$ cat config.mk
export PLATFORM = sky130hd
export DESIGN_NAME = l0_pool_ctrl_flat
export DESIGN_NICKNAME = d
export VERILOG_FILES = /design/src/rtl/l0_pool_ctrl_pkg.sv /design/src/rtl/l0_pool_ctrl_if.sv /design/src/rtl/l0_pool_ctrl_addr_gen.sv /design/src/rtl/l0_pool_ctrl.sv /design/src/flat_wrapper.sv
export SDC_FILE = /design/constraint.sdc
export NUM_CORES = 1
export LEC_CHECK = 0
export ABC_CLOCK_PERIOD_IN_PS = 5910
export BUFFER_PORTS_ARGS = -buffer_cell sky130_fd_sc_hd__clkbuf_2
export CAP_MARGIN = 5
export CORE_UTILIZATION = 40
export DETAILED_ROUTE_END_ITERATION = 6
export GPL_TIMING_DRIVEN = 1
export MAX_ROUTING_LAYER = met4
export PLACE_DENSITY = 0.7
export SLEW_MARGIN = 20
export SYNTH_ARGS = -nofsm -noshare
export SYNTH_HDL_FRONTEND = slang
export SYNTH_HIERARCHICAL = 1
export SYNTH_SLANG_ARGS = --single-unit
$ cat constraint.sdc
create_clock -name clk -period 5.91 [get_ports clk]
set_clock_uncertainty 0.2 [all_clocks]
set_input_delay 0.2955 -clock clk [delete_from_list [all_inputs] [get_ports clk]]
set_output_delay 0.2955 -clock clk [all_outputs]
set_load 0.02 [all_outputs]
$ cat src/rtl/l0_pool_ctrl_pkg.sv
// Shared constants, types and helpers for the layer-0 feature-map pooling sequencer.
// Imported by the interface, the read-address generator and the top-level controller.
package l0_pkg;

    localparam int ROW   = 26;
    localparam int DW    = 18;
    localparam int AW    = 10;
    localparam int NPOOL = ROW / 2;
    localparam int FRAME = ROW * ROW;
    localparam int CW    = $clog2(NPOOL);

    typedef enum logic [1:0] {
        FILL,
        RD,
        WAIT,
        OUT
    } state_t;

    typedef logic signed [DW-1:0] sdata_t;

    // Strict greater-than keeps the earlier value on a tie.
    function automatic sdata_t smax(sdata_t a, sdata_t b);
        return (b > a) ? b : a;
    endfunction

    // Address of element ph (0..3, row-major) of 2x2 window (pr, pc).
    function automatic logic [AW-1:0] win_addr(
        logic [CW-1:0] pr,
        logic [CW-1:0] pc,
        logic [1:0]    ph
    );
        logic [AW-1:0] a;
        a = AW'(pr) * AW'(2 * ROW) + (AW'(pc) << 1);
        if (ph[1]) a = a + AW'(ROW);
        if (ph[0]) a = a + AW'(1);
        return a;
    endfunction

endpackage

$ cat src/rtl/l0_pool_ctrl_if.sv
// Bundle of the conv0 input stream, the RAM write/read ports and the layer-1 output stream.
// slave: the pooling controller; master: whoever drives conv0 data, the RAM and layer 1.
interface l0_pool_ctrl_if;
    import l0_pkg::*;

    logic          in_valid;
    logic [DW-1:0] in_data;
    logic          in_ready;
    logic          ram_wr;
    logic [AW-1:0] ram_addr_wr;
    logic [DW-1:0] ram_din;
    logic [AW-1:0] ram_addr_rd;
    logic [DW-1:0] ram_dout;
    logic          out_valid;
    logic [DW-1:0] out_data;
    logic          out_ready;
    logic          out_last;
    logic          done;

    modport slave (
        input  in_valid, in_data, ram_dout, out_ready,
        output in_ready, ram_wr, ram_addr_wr, ram_din,
        output ram_addr_rd, out_valid, out_data, out_last, done
    );

    modport master (
        output in_valid, in_data, ram_dout, out_ready,
        input  in_ready, ram_wr, ram_addr_wr, ram_din,
        input  ram_addr_rd, out_valid, out_data, out_last, done
    );

endinterface

$ cat src/rtl/l0_pool_ctrl_addr_gen.sv
// Pool window walker: pr/pc window counters, 4-phase read counter and registered read address.
// Ports: clear/step_ph/step_win control inputs; addr (registered), first_ph, last_ph, last_win flags.
module l0_pool_addr_gen
    import l0_pkg::*;
(
    input  logic          clk,
    input  logic          rst,
    input  logic          clear,
    input  logic          step_ph,
    input  logic          step_win,
    output logic [AW-1:0] addr,
    output logic          first_ph,
    output logic          last_ph,
    output logic          last_win
);

    logic [CW-1:0] pr_q, pr_d;
    logic [CW-1:0] pc_q, pc_d;
    logic [1:0]    ph_q, ph_d;
    logic [AW-1:0] addr_q, addr_d;

    // The address register is loaded from the next counter values, so
    // addr always matches the current (pr, pc, ph) with no extra delay.
    always_comb begin
        pr_d = pr_q;
        pc_d = pc_q;
        ph_d = ph_q;
        if (clear) begin
            pr_d = '0;
            pc_d = '0;
            ph_d = '0;
        end else if (step_win) begin
            ph_d = '0;
            if (pc_q == CW'(NPOOL - 1)) begin
                pc_d = '0;
                pr_d = pr_q + 1'b1;
            end else begin
                pc_d = pc_q + 1'b1;
            end
        end else if (step_ph) begin
            ph_d = ph_q + 1'b1;
        end
        addr_d = win_addr(pr_d, pc_d, ph_d);
    end

    always_ff @(posedge clk) begin
        if (rst) begin
            pr_q   <= '0;
            pc_q   <= '0;
            ph_q   <= '0;
            addr_q <= '0;
        end else begin
            pr_q   <= pr_d;
            pc_q   <= pc_d;
            ph_q   <= ph_d;
            addr_q <= addr_d;
        end
    end

    assign addr     = addr_q;
    assign first_ph = (ph_q == 2'd0);
    assign last_ph  = (ph_q == 2'd3);
    assign last_win = (pr_q == CW'(NPOOL - 1)) && (pc_q == CW'(NPOOL - 1));

endmodule

$ cat src/rtl/l0_pool_ctrl.sv
// Layer-0 RAM sequencer: FILL writes 26x26 conv0 samples, then 2x2 signed max-pool to layer 1.
// Ports: clk, rst (sync, active high), bus (slave view of l0_pool_ctrl_if).
module l0_pool_ctrl
    import l0_pkg::*;
(
    input  logic           clk,
    input  logic           rst,
    l0_pool_ctrl_if.slave  bus
);

    state_t        state_q, state_d;
    logic [AW-1:0] wcnt_q, wcnt_d;
    sdata_t        max_q, max_d;
    logic          load_q, load_d;
    logic          out_valid_q, out_valid_d;
    sdata_t        out_data_q, out_data_d;
    logic          out_last_q, out_last_d;
    logic          done_q, done_d;

    logic          in_ready;
    logic          wr;
    logic          ag_clear;
    logic          ag_step_ph;
    logic          ag_step_win;
    logic [AW-1:0] rd_addr;
    logic          first_ph;
    logic          last_ph;
    logic          last_win;
    sdata_t        dout;
    sdata_t        acc;

    l0_pool_addr_gen u_addr (
        .clk      (clk),
        .rst      (rst),
        .clear    (ag_clear),
        .step_ph  (ag_step_ph),
        .step_win (ag_step_win),
        .addr     (rd_addr),
        .first_ph (first_ph),
        .last_ph  (last_ph),
        .last_win (last_win)
    );

    assign dout = bus.ram_dout;

    always_comb begin
        state_d     = state_q;
        wcnt_d      = wcnt_q;
        max_d       = max_q;
        out_valid_d = out_valid_q;
        out_data_d  = out_data_q;
        out_last_d  = out_last_q;
        done_d      = 1'b0;
        in_ready    = 1'b0;
        wr          = 1'b0;
        ag_clear    = 1'b0;
        ag_step_ph  = 1'b0;
        ag_step_win = 1'b0;
        // RAM data lags the address by one cycle: load_q marks the cycle
        // in which phase-0 data of the window is on ram_dout.
        load_d      = (state_q == RD) && first_ph;
        acc         = load_q ? dout : smax(max_q, dout);

        unique case (state_q)
            FILL: begin
                in_ready = 1'b1;
                if (bus.in_valid) begin
                    wr = 1'b1;
                    if (wcnt_q == AW'(FRAME - 1)) begin
                        wcnt_d   = '0;
                        ag_clear = 1'b1;
                        state_d  = RD;
                    end else begin
                        wcnt_d = wcnt_q + 1'b1;
                    end
                end
            end
            RD: begin
                if (!first_ph) max_d = acc;
                if (last_ph) state_d = WAIT;
                else         ag_step_ph = 1'b1;
            end
            WAIT: begin
                out_valid_d = 1'b1;
                out_data_d  = acc;
                out_last_d  = last_win;
                state_d     = OUT;
            end
            OUT: begin
                if (bus.out_ready) begin
                    out_valid_d = 1'b0;
                    out_last_d  = 1'b0;
                    if (last_win) begin
                        ag_clear = 1'b1;
                        done_d   = 1'b1;
                        state_d  = FILL;
                    end else begin
                        ag_step_win = 1'b1;
                        state_d     = RD;
                    end
                end
            end
            default: state_d = FILL;
        endcase
    end

    always_ff @(posedge clk) begin
        if (rst) begin
            state_q     <= FILL;
            wcnt_q      <= '0;
            max_q       <= '0;
            load_q      <= 1'b0;
            out_valid_q <= 1'b0;
            out_data_q  <= '0;
            out_last_q  <= 1'b0;
            done_q      <= 1'b0;
        end else begin
            state_q     <= state_d;
            wcnt_q      <= wcnt_d;
            max_q       <= max_d;
            load_q      <= load_d;
            out_valid_q <= out_valid_d;
            out_data_q  <= out_data_d;
            out_last_q  <= out_last_d;
            done_q      <= done_d;
        end
    end

    assign bus.in_ready    = in_ready;
    assign bus.ram_wr      = wr;
    assign bus.ram_addr_wr = wcnt_q;
    assign bus.ram_din     = wr ? bus.in_data : '0;
    assign bus.ram_addr_rd = rd_addr;
    assign bus.out_valid   = out_valid_q;
    assign bus.out_data    = out_data_q;
    assign bus.out_last    = out_last_q;
    assign bus.done        = done_q;

endmodule

$ cat src/flat_wrapper.sv
// flat-port wrapper written by rule: the top's interface ports become plain ports
module l0_pool_ctrl_flat import l0_pkg::*;
  (clk, rst, bus_in_valid, bus_in_data, bus_ram_dout, bus_out_ready, bus_in_ready, bus_ram_wr, bus_ram_addr_wr, bus_ram_din, bus_ram_addr_rd, bus_out_valid, bus_out_data, bus_out_last, bus_done);
  l0_pool_ctrl_if bus_i ();
  input  logic clk;
  input  logic rst;
  input wire logic [$bits(bus_i.in_valid)-1:0] bus_in_valid;
  input wire logic [$bits(bus_i.in_data)-1:0] bus_in_data;
  input wire logic [$bits(bus_i.ram_dout)-1:0] bus_ram_dout;
  input wire logic [$bits(bus_i.out_ready)-1:0] bus_out_ready;
  output wire logic [$bits(bus_i.in_ready)-1:0] bus_in_ready;
  output wire logic [$bits(bus_i.ram_wr)-1:0] bus_ram_wr;
  output wire logic [$bits(bus_i.ram_addr_wr)-1:0] bus_ram_addr_wr;
  output wire logic [$bits(bus_i.ram_din)-1:0] bus_ram_din;
  output wire logic [$bits(bus_i.ram_addr_rd)-1:0] bus_ram_addr_rd;
  output wire logic [$bits(bus_i.out_valid)-1:0] bus_out_valid;
  output wire logic [$bits(bus_i.out_data)-1:0] bus_out_data;
  output wire logic [$bits(bus_i.out_last)-1:0] bus_out_last;
  output wire logic [$bits(bus_i.done)-1:0] bus_done;
  assign bus_i.in_valid = bus_in_valid;
  assign bus_i.in_data = bus_in_data;
  assign bus_i.ram_dout = bus_ram_dout;
  assign bus_i.out_ready = bus_out_ready;
  assign bus_in_ready = bus_i.in_ready;
  assign bus_ram_wr = bus_i.ram_wr;
  assign bus_ram_addr_wr = bus_i.ram_addr_wr;
  assign bus_ram_din = bus_i.ram_din;
  assign bus_ram_addr_rd = bus_i.ram_addr_rd;
  assign bus_out_valid = bus_i.out_valid;
  assign bus_out_data = bus_i.out_data;
  assign bus_out_last = bus_i.out_last;
  assign bus_done = bus_i.done;
  l0_pool_ctrl u_core (.clk(clk), .rst(rst), .bus(bus_i));
endmodule
# Word level (Yosys, flattened, before mapping)
# Cells that the tools add are included.
[classes] n_bitwise=2 n_eq_ne=11 shifts=0 mux=37 div_mod_pow=0 n_reduce_logical=10 order_cmp=1 n_addsub=7 multipliers=1
[op_table] op="$mux W18" count=3
[op_table] op="$mux W10" count=3
[op_table] op="$mux W4" count=6
[op_table] op="$add A10 B1 Y10 const B" count=2
[op_table] op="$gt A18 B18 Y1" count=1
[op_table] op="$mux W1" count=14
[op_table] op="$mux W2" count=7
[op_table] op="$add A10 B5 Y10" count=1
[op_table] op="$add A10 B5 Y10 const B" count=1
[op_table] op="$eq A10 B10 Y1 const B" count=1
[op_table] op="$add A4 B1 Y4 const B" count=2
[op_table] op="$eq A4 B4 Y1 const B" count=2
[op_table] op="$mul A4 B4 Y8 const B" count=1
[op_table] op="$pmux W2 S4" count=1
[op_table] op="$eq A2 B2 Y1 const B" count=3
[op_table] op="$pmux W1 S2" count=3
[op_table] op="$reduce_and A2 Y1" count=3
[op_table] op="$logic_not A2 Y1" count=2
[op_table] op="$ne A2 B1 Y1 const B" count=2
[op_table] op="$ne A2 B2 Y1 const B" count=2
[op_table] op="$reduce_and A4 Y1" count=1
[op_table] op="$add A2 B1 Y2 const B" count=1
[op_table] op="$eq A2 B1 Y1 const B" count=1
[op_table] op="$logic_and A1 B1 Y1" count=2
[op_table] op="other kinds (3)" count=4
[word_totals] ff_bits=72 latchBits=0 mem_bits_ro=0 mem_bits_rw=0 n_memories=0 wordCells=81

# Logic depth before layout (Yosys ltp)
[depth] depth_word=13 depth_mapped=21 depth_no_buf=20

# Cells and area by module
# Netlist, hierarchy kept.
[modules_own_cells] mod="l0_pool_ctrl" cells_each=362 instances=1 area_each_um2=3040.4 seq_area_each_um2=1041.0
[modules_own_cells] mod="l0_pool_addr_gen" cells_each=157 instances=1 area_each_um2=1381.3 seq_area_each_um2=400.4

# Least setup slack after synthesis
# No wires, ideal clock.
[synth_path] path_kind="flip-flop to flip-flop" startpoint="register u_core.state_q[0]" endpoint="register u_core.u_addr.addr_q[8] (netlist: u_core/u_addr/addr[8])" required_ps=5639 setup_time_ps=71 path_stages_with_launch=19 arrival_time_ps=4509 path_buffers=2 slack_ps=1130 path_cell_list="dfxtp_1 inv_1 ha_1 nand2_1 inv_1 nand2_1 a21oi_1 clkbuf_1 clkbuf_1 nor2_1 ha_1 ha_1 ha_1 fa_1 xnor2_1 nor3_2 xnor3_1 or4_1 a21oi_1"
[synth_lines] element="start: declaration" line_no="l0_pool_ctrl.sv:11" rtl="state_t state_q, state_d;"
[synth_lines] element="start signal: assignment" line_no="l0_pool_ctrl.sv:118" rtl="state_q <= state_d;"
[synth_lines] element="$eq A2 B2 Y1 / $logic_not A2 Y1 (equally long branches)" line_no="l0_pool_ctrl.sv:64" rtl="unique case (state_q)"
[synth_lines] element="$pmux W1 S2 (*)" line_no="l0_pool_ctrl.sv:64"
[synth_lines] element="via u_core.ag_clear" line_no="l0_pool_ctrl.sv:22" rtl="logic ag_clear;"
[synth_lines] element="$mux W4 (*)" line_no="l0_pool_ctrl_addr_gen.sv:28" rtl="if (clear) begin"
[synth_lines] element="via u_core.u_addr.pr_d[1]" line_no="l0_pool_ctrl_addr_gen.sv:17" rtl="logic [CW-1:0] pr_q, pr_d;"
[synth_lines] element="$mul A4 B4 Y8 (*)" line_no="l0_pool_ctrl_pkg.sv:33" rtl="a = AW'(pr) * AW'(2 * ROW) + (AW'(pc) << 1);"
[synth_lines] element="$add A10 B5 Y10 (*)" line_no="l0_pool_ctrl_pkg.sv:33"
[synth_lines] element="$add A10 B5 Y10" line_no="l0_pool_ctrl_pkg.sv:34" rtl="if (ph[1]) a = a + AW'(ROW);"
[synth_lines] element="$mux W10 (*)" line_no="l0_pool_ctrl_pkg.sv:34"
[synth_lines] element="$add A10 B1 Y10" line_no="l0_pool_ctrl_pkg.sv:35" rtl="if (ph[0]) a = a + AW'(1);"
[synth_lines] element="$mux W10 (*)" line_no="l0_pool_ctrl_pkg.sv:35"
[synth_lines] element="end signal: assignment" line_no="l0_pool_ctrl_addr_gen.sv:56" rtl="addr_q <= addr_d;"
[synth_lines] element="end: declaration" line_no="l0_pool_ctrl_addr_gen.sv:20" rtl="logic [AW-1:0] addr_q, addr_d;"
# The timed path passes the listed nets; every way through them passes the cells marked *.
# A chain may end at the register's enable or synchronous reset.

# Worst setup path after layout
[layout_path] startpoint="register u_core.u_addr.pc_q[0]" endpoint="register u_core.u_addr.addr_q[8] (netlist: u_core/u_addr/addr[8])"
[layout_between] elab_chain_len=13
[layout_rtl] element="start: declaration" line_no="l0_pool_ctrl_addr_gen.sv:18" rtl="logic [CW-1:0] pc_q, pc_d;"
[layout_rtl] element="start signal: assignment" line_no="l0_pool_ctrl_addr_gen.sv:54" rtl="pc_q <= pc_d;"
[layout_rtl] element="$eq A4 B4 Y1 (*)" line_no="l0_pool_ctrl_addr_gen.sv:63" rtl="assign last_win = (pr_q == CW'(NPOOL - 1)) && (pc_q == CW'(NPOOL - 1));"
[layout_rtl] element="$logic_and A1 B1 Y1 (*)" line_no="l0_pool_ctrl_addr_gen.sv:63"
[layout_rtl] element="via u_core.last_win" line_no="l0_pool_ctrl.sv:28" rtl="logic last_win;"
[layout_rtl] element="$mux W1 (*)" line_no="l0_pool_ctrl.sv:93" rtl="if (last_win) begin"
[layout_rtl] element="$mux W1 (*)" line_no="l0_pool_ctrl.sv:90" rtl="if (bus.out_ready) begin"
[layout_rtl] element="$mux W1 (*)" line_no="l0_pool_ctrl.sv:64"
[layout_rtl] element="via u_core.ag_step_win" line_no="l0_pool_ctrl.sv:24" rtl="logic ag_step_win;"
[layout_rtl] element="$mux W4 (*)" line_no="l0_pool_ctrl_addr_gen.sv:32" rtl="end else if (step_win) begin"
[layout_rtl] element="$mux W4 (*)" line_no="l0_pool_ctrl_addr_gen.sv:28"
[layout_rtl] element="via u_core.u_addr.pr_d[1]" line_no="l0_pool_ctrl_addr_gen.sv:17"
[layout_rtl] element="$mul A4 B4 Y8 (*)" line_no="l0_pool_ctrl_pkg.sv:33"
[layout_rtl] element="$add A10 B5 Y10 (*)" line_no="l0_pool_ctrl_pkg.sv:33"
[layout_rtl] element="$add A10 B5 Y10" line_no="l0_pool_ctrl_pkg.sv:34"
[layout_rtl] element="$mux W10 (*)" line_no="l0_pool_ctrl_pkg.sv:34"
[layout_rtl] element="$add A10 B1 Y10" line_no="l0_pool_ctrl_pkg.sv:35"
[layout_rtl] element="$mux W10 (*)" line_no="l0_pool_ctrl_pkg.sv:35"
# Marks and branches as above.

==> results.sh <==
export IMPL_drive_gt1_frac=0.219
export IMPL_finalCritPeriodShare=0.902
export IMPL_drc=0
export IMPL_drv_slew=0
export IMPL_wl_per_cell_microns=13.6
export IMPL_yosys_top_cells_area="dfxtp_1, ha_1, nand2b_1"
export IMPL_drv_cap=0
export IMPL_hp_class="in -> reg"
export IMPL_synth_warnings=6
export IMPL_gr_usage_all_layers=0.191
export IMPL_avgSynthCellArea_sq_um=8.52
export IMPL_async_reset_ff_frac=0
export IMPL_cp_start_kind="register"
export IMPL_synth_area_leader_cell="dfxtp_1"
export IMPL_cp_arrival_ns=5.41
export IMPL_synthDistinctLibCells=55
export IMPL_powerDensity_nw_per_um2=225
export IMPL_diodes=0
export IMPL_relSlewSlack=0.323
export IMPL_tightest_slew_ns=1.01
export IMPL_area_delta_synth_final_pct=19.7
export IMPL_ys_seq_area_frac=0.326
export IMPL_hold_path_end="u_core/max_q[1]"
export IMPL_grt_setup_unrepaired="false"
export IMPL_firstDrtPassIters=4
export IMPL_min_path_cells=3
export IMPL_setup_violations=0
export IMPL_routabilityCongestion=0.811
export IMPL_vias_per_cell=5.18
export IMPL_numClockSinks=72
export IMPL_finalSetupTns_ns=0
export IMPL_cp_data_required_time_ns=5.99
export IMPL_portBuffers=100
export IMPL_hpwlAfterDp_microns=7450
export IMPL_rows=38
export IMPL_die_area_sq_um=11500
export IMPL_final_cell_area_sq_um=5290
export IMPL_clk_path_buf_depth=2
export IMPL_chipWidth_microns=107
export IMPL_clkLatencyLatePin_ns=0.36
export IMPL_min_from="bus_ram_dout[1]"
export IMPL_cts_tree="done"
export IMPL_r2r_cells=18
export IMPL_hold_viol=0
export IMPL_vias=3921
export IMPL_fin_crit_ns=5.33
export IMPL_grt_max_degree=84
export IMPL_holdBufCountCts=5
export IMPL_fp_dieH_microns=107
export IMPL_antenna_found_initial=0
export IMPL_clock_root_buffer="clkbuf_8"
export IMPL_core_sq_um=10800
export IMPL_syn_num_nets=606
export IMPL_max_freq_ghz=0.188
export IMPL_status="finished, final reports clean"
export IMPL_ys_seq_elements=72
export IMPL_path_class="reg -> reg"
export IMPL_num_fill_cells=1042
export IMPL_synth_area_sq_um=4420
export IMPL_overflow=0
export IMPL_rr_endpoint="u_core/u_addr/addr[8]"
export IMPL_final_antenna_net_count=0
export IMPL_irDropWorstVdd_v=0.0000958
export IMPL_initial_utilization=0.410
export IMPL_num_io_pins=101
export IMPL_synth_edf_count=0
export IMPL_synthCells=519
export IMPL_post_cts_buffers=0
export IMPL_cts_buffers=9
export IMPL_r2r_start="u_core/u_addr/pc_q[0]"
export IMPL_p_leak_uw=0.00228
export IMPL_critPathMaxFanout=9
export IMPL_drtIter0Drc=146
export IMPL_cts_resized_gates=0
export IMPL_ys_flop_type="dfxtp_1"
export IMPL_h_tree_depth=3
export IMPL_grt_pass1_vias=3799
export IMPL_grt_pass1_wl_microns=17100
export IMPL_synth_top_cell_area_share=0.326
export IMPL_routed_wirelength_microns=10300
export IMPL_end_kind="register"
export IMPL_fin_nets=699
export IMPL_placed_cell_area_sq_um=5000
export IMPL_rrSetupSlack_ns=0.58
export IMPL_cts_clk_slew_worst_paths_ns=0.08
[layer usage]
metal / up-vias / share of wire / GRT usage
li1: 2009 / - / -
met1: 1812 / 0.47 / 0.231
met2: 91 / 0.48 / 0.318
met3: 9 / 0.041 / 0.0322
met4: 0 / 0.013 / 0.0744
met5: - / 0 / -
[layout by cell type, fill, tap and decap left out, types with 5 or more instances in the layout]
cell	netlist	final
o21ai_0	26	26
a211oi_1	5	5
nor2_1	56	56
mux2i_1	22	22
nor3_1	10	10
nand4_1	6	6
xor2_1	11	11
ha_1	45	45
nand3_1	27	27
xnor2_1	11	11
nand2b_1	41	41
dlygate4sd3_1	0	5
and3_1	20	20
a21oi_1	22	22
clkbuf_2	0	100
clkbuf_8	0	12
inv_1	35	35
nor4_1	5	5
a311oi_1	18	18
dfxtp_1	72	72
nand2_1	19	19
buf_4	1	5
[final cells by class]
| class | instances | area [sq um] | area share |
|---|---|---|---|
| Inverter | 35 | 131 | 0.0248 |
| Timing Repair Buffer | 110 | 588 | 0.111 |
| Clock buffer | 12 | 165 | 0.0312 |
| Clock inverter | 4 | 73.8 | 0.0139 |
| Multi-Input combinational cell | 384 | 2720 | 0.514 |
| Sequential cell | 72 | 1440 | 0.272 |
| Tap cell | 140 | 175 | 0.0331 |
[per-stage QoR]
stage	total power (uW)	worst slack [ns]	util	instances	hold slack (ns)
after floorplan	666	1.13	-	519	0.251
after global placement	731	0.966	0.464	736	0.269
after detailed placement	736	0.630	0.464	736	0.279
after CTS	1210	0.597	0.490	757	0.00202
after global routing	1250	0.108	0.490	757	0.0140
final	1190	0.579	0.490	757	0.0192
[Yosys cell counts, drive strengths merged (2+ instances only)]
cell / instances
nand2: 19
o21ai: 28
ha: 45
inv: 35
or4: 2
or2: 2
nor4: 6
and3: 21
clkbuf: 19
xnor2: 11
a21boi: 2
a211oi: 6
nand2b: 41
nor2b: 4
dfxtp: 72
nand3: 27
nor2: 56
fa: 2
xor2: 11
nor3: 11
or3: 3
a21oi: 23
nand4: 6
buf: 9
and4: 2
a311oi: 18
mux2i: 22
[sequential cells by signal, indices dropped and copies added (netlist names)]
| signal | flops |
|---|---|
| u_core/u_addr/ph_q | 2 |
| u_core/u_addr/addr | 10 |
| u_core/bus.out_last | 1 |
| u_core/max_q | 18 |
| u_core/u_addr/pr_q | 4 |
| u_core/u_addr/pc_q | 4 |
| u_core/bus.done | 1 |
| u_core/bus.out_data | 18 |
| u_core/bus.ram_addr_wr | 10 |
| u_core/state_q | 2 |
| u_core/bus.out_valid | 1 |
| u_core/load_q | 1 |
[cells by family after synthesis]
family / after synthesis / synth area share
AO/OA/AOI/OAI: 87 / 0.130
XOR/XNOR: 23 / 0.0487
adder cells (fa/ha/maj): 47 / 0.136
buffers and inverters: 63 / 0.0611
flip-flops: 72 / 0.326
multiplexers: 23 / 0.0523
AND/OR/NAND/NOR: 204 / 0.245
[worst max-delay path by stage]
stage | endpoint | startpoint | cells past startpoint | slack [ns]
floorplan | u_core/u_addr/addr[8] | u_core/state_q[0] | 18 | 1.13
global placement | u_core/u_addr/addr[8] | u_core/u_addr/pc_q[0] | 18 | 0.97
detailed placement | u_core/u_addr/addr[8] | u_core/u_addr/pc_q[0] | 18 | 0.63
CTS | u_core/u_addr/addr[8] | u_core/u_addr/pc_q[0] | 18 | 0.60
global route | u_core/u_addr/addr[8] | u_core/u_addr/pc_q[0] | 18 | 0.11
finish | u_core/u_addr/addr[8] | u_core/u_addr/pc_q[0] | 18 | 0.58
[report_power, final]
group          internal (uW)  total, uW  switching (uW)
logic                   82.2        218             135
registers                499        509            10.5
clock network            273        463             190
total                    854       1190             336
[worst max-delay path, cell delays in order (launching register included)]
cell and delay (ns):
dfxtp_1 0.39, inv_1 0.06, ha_1 0.18, nand3_1 0.13
nor2_1 0.11, nor2_1 0.46, inv_1 0.08, nor2_1 0.47
a21oi_1 0.17, nor2_1 0.31, ha_1 0.31, ha_1 0.28
ha_1 0.22, fa_1 0.40, xnor2_1 0.49, nor3_2 0.09
xnor3_1 0.23, or4_1 0.52, a21oi_1 0.16
(Power assumes the default switching activity.)
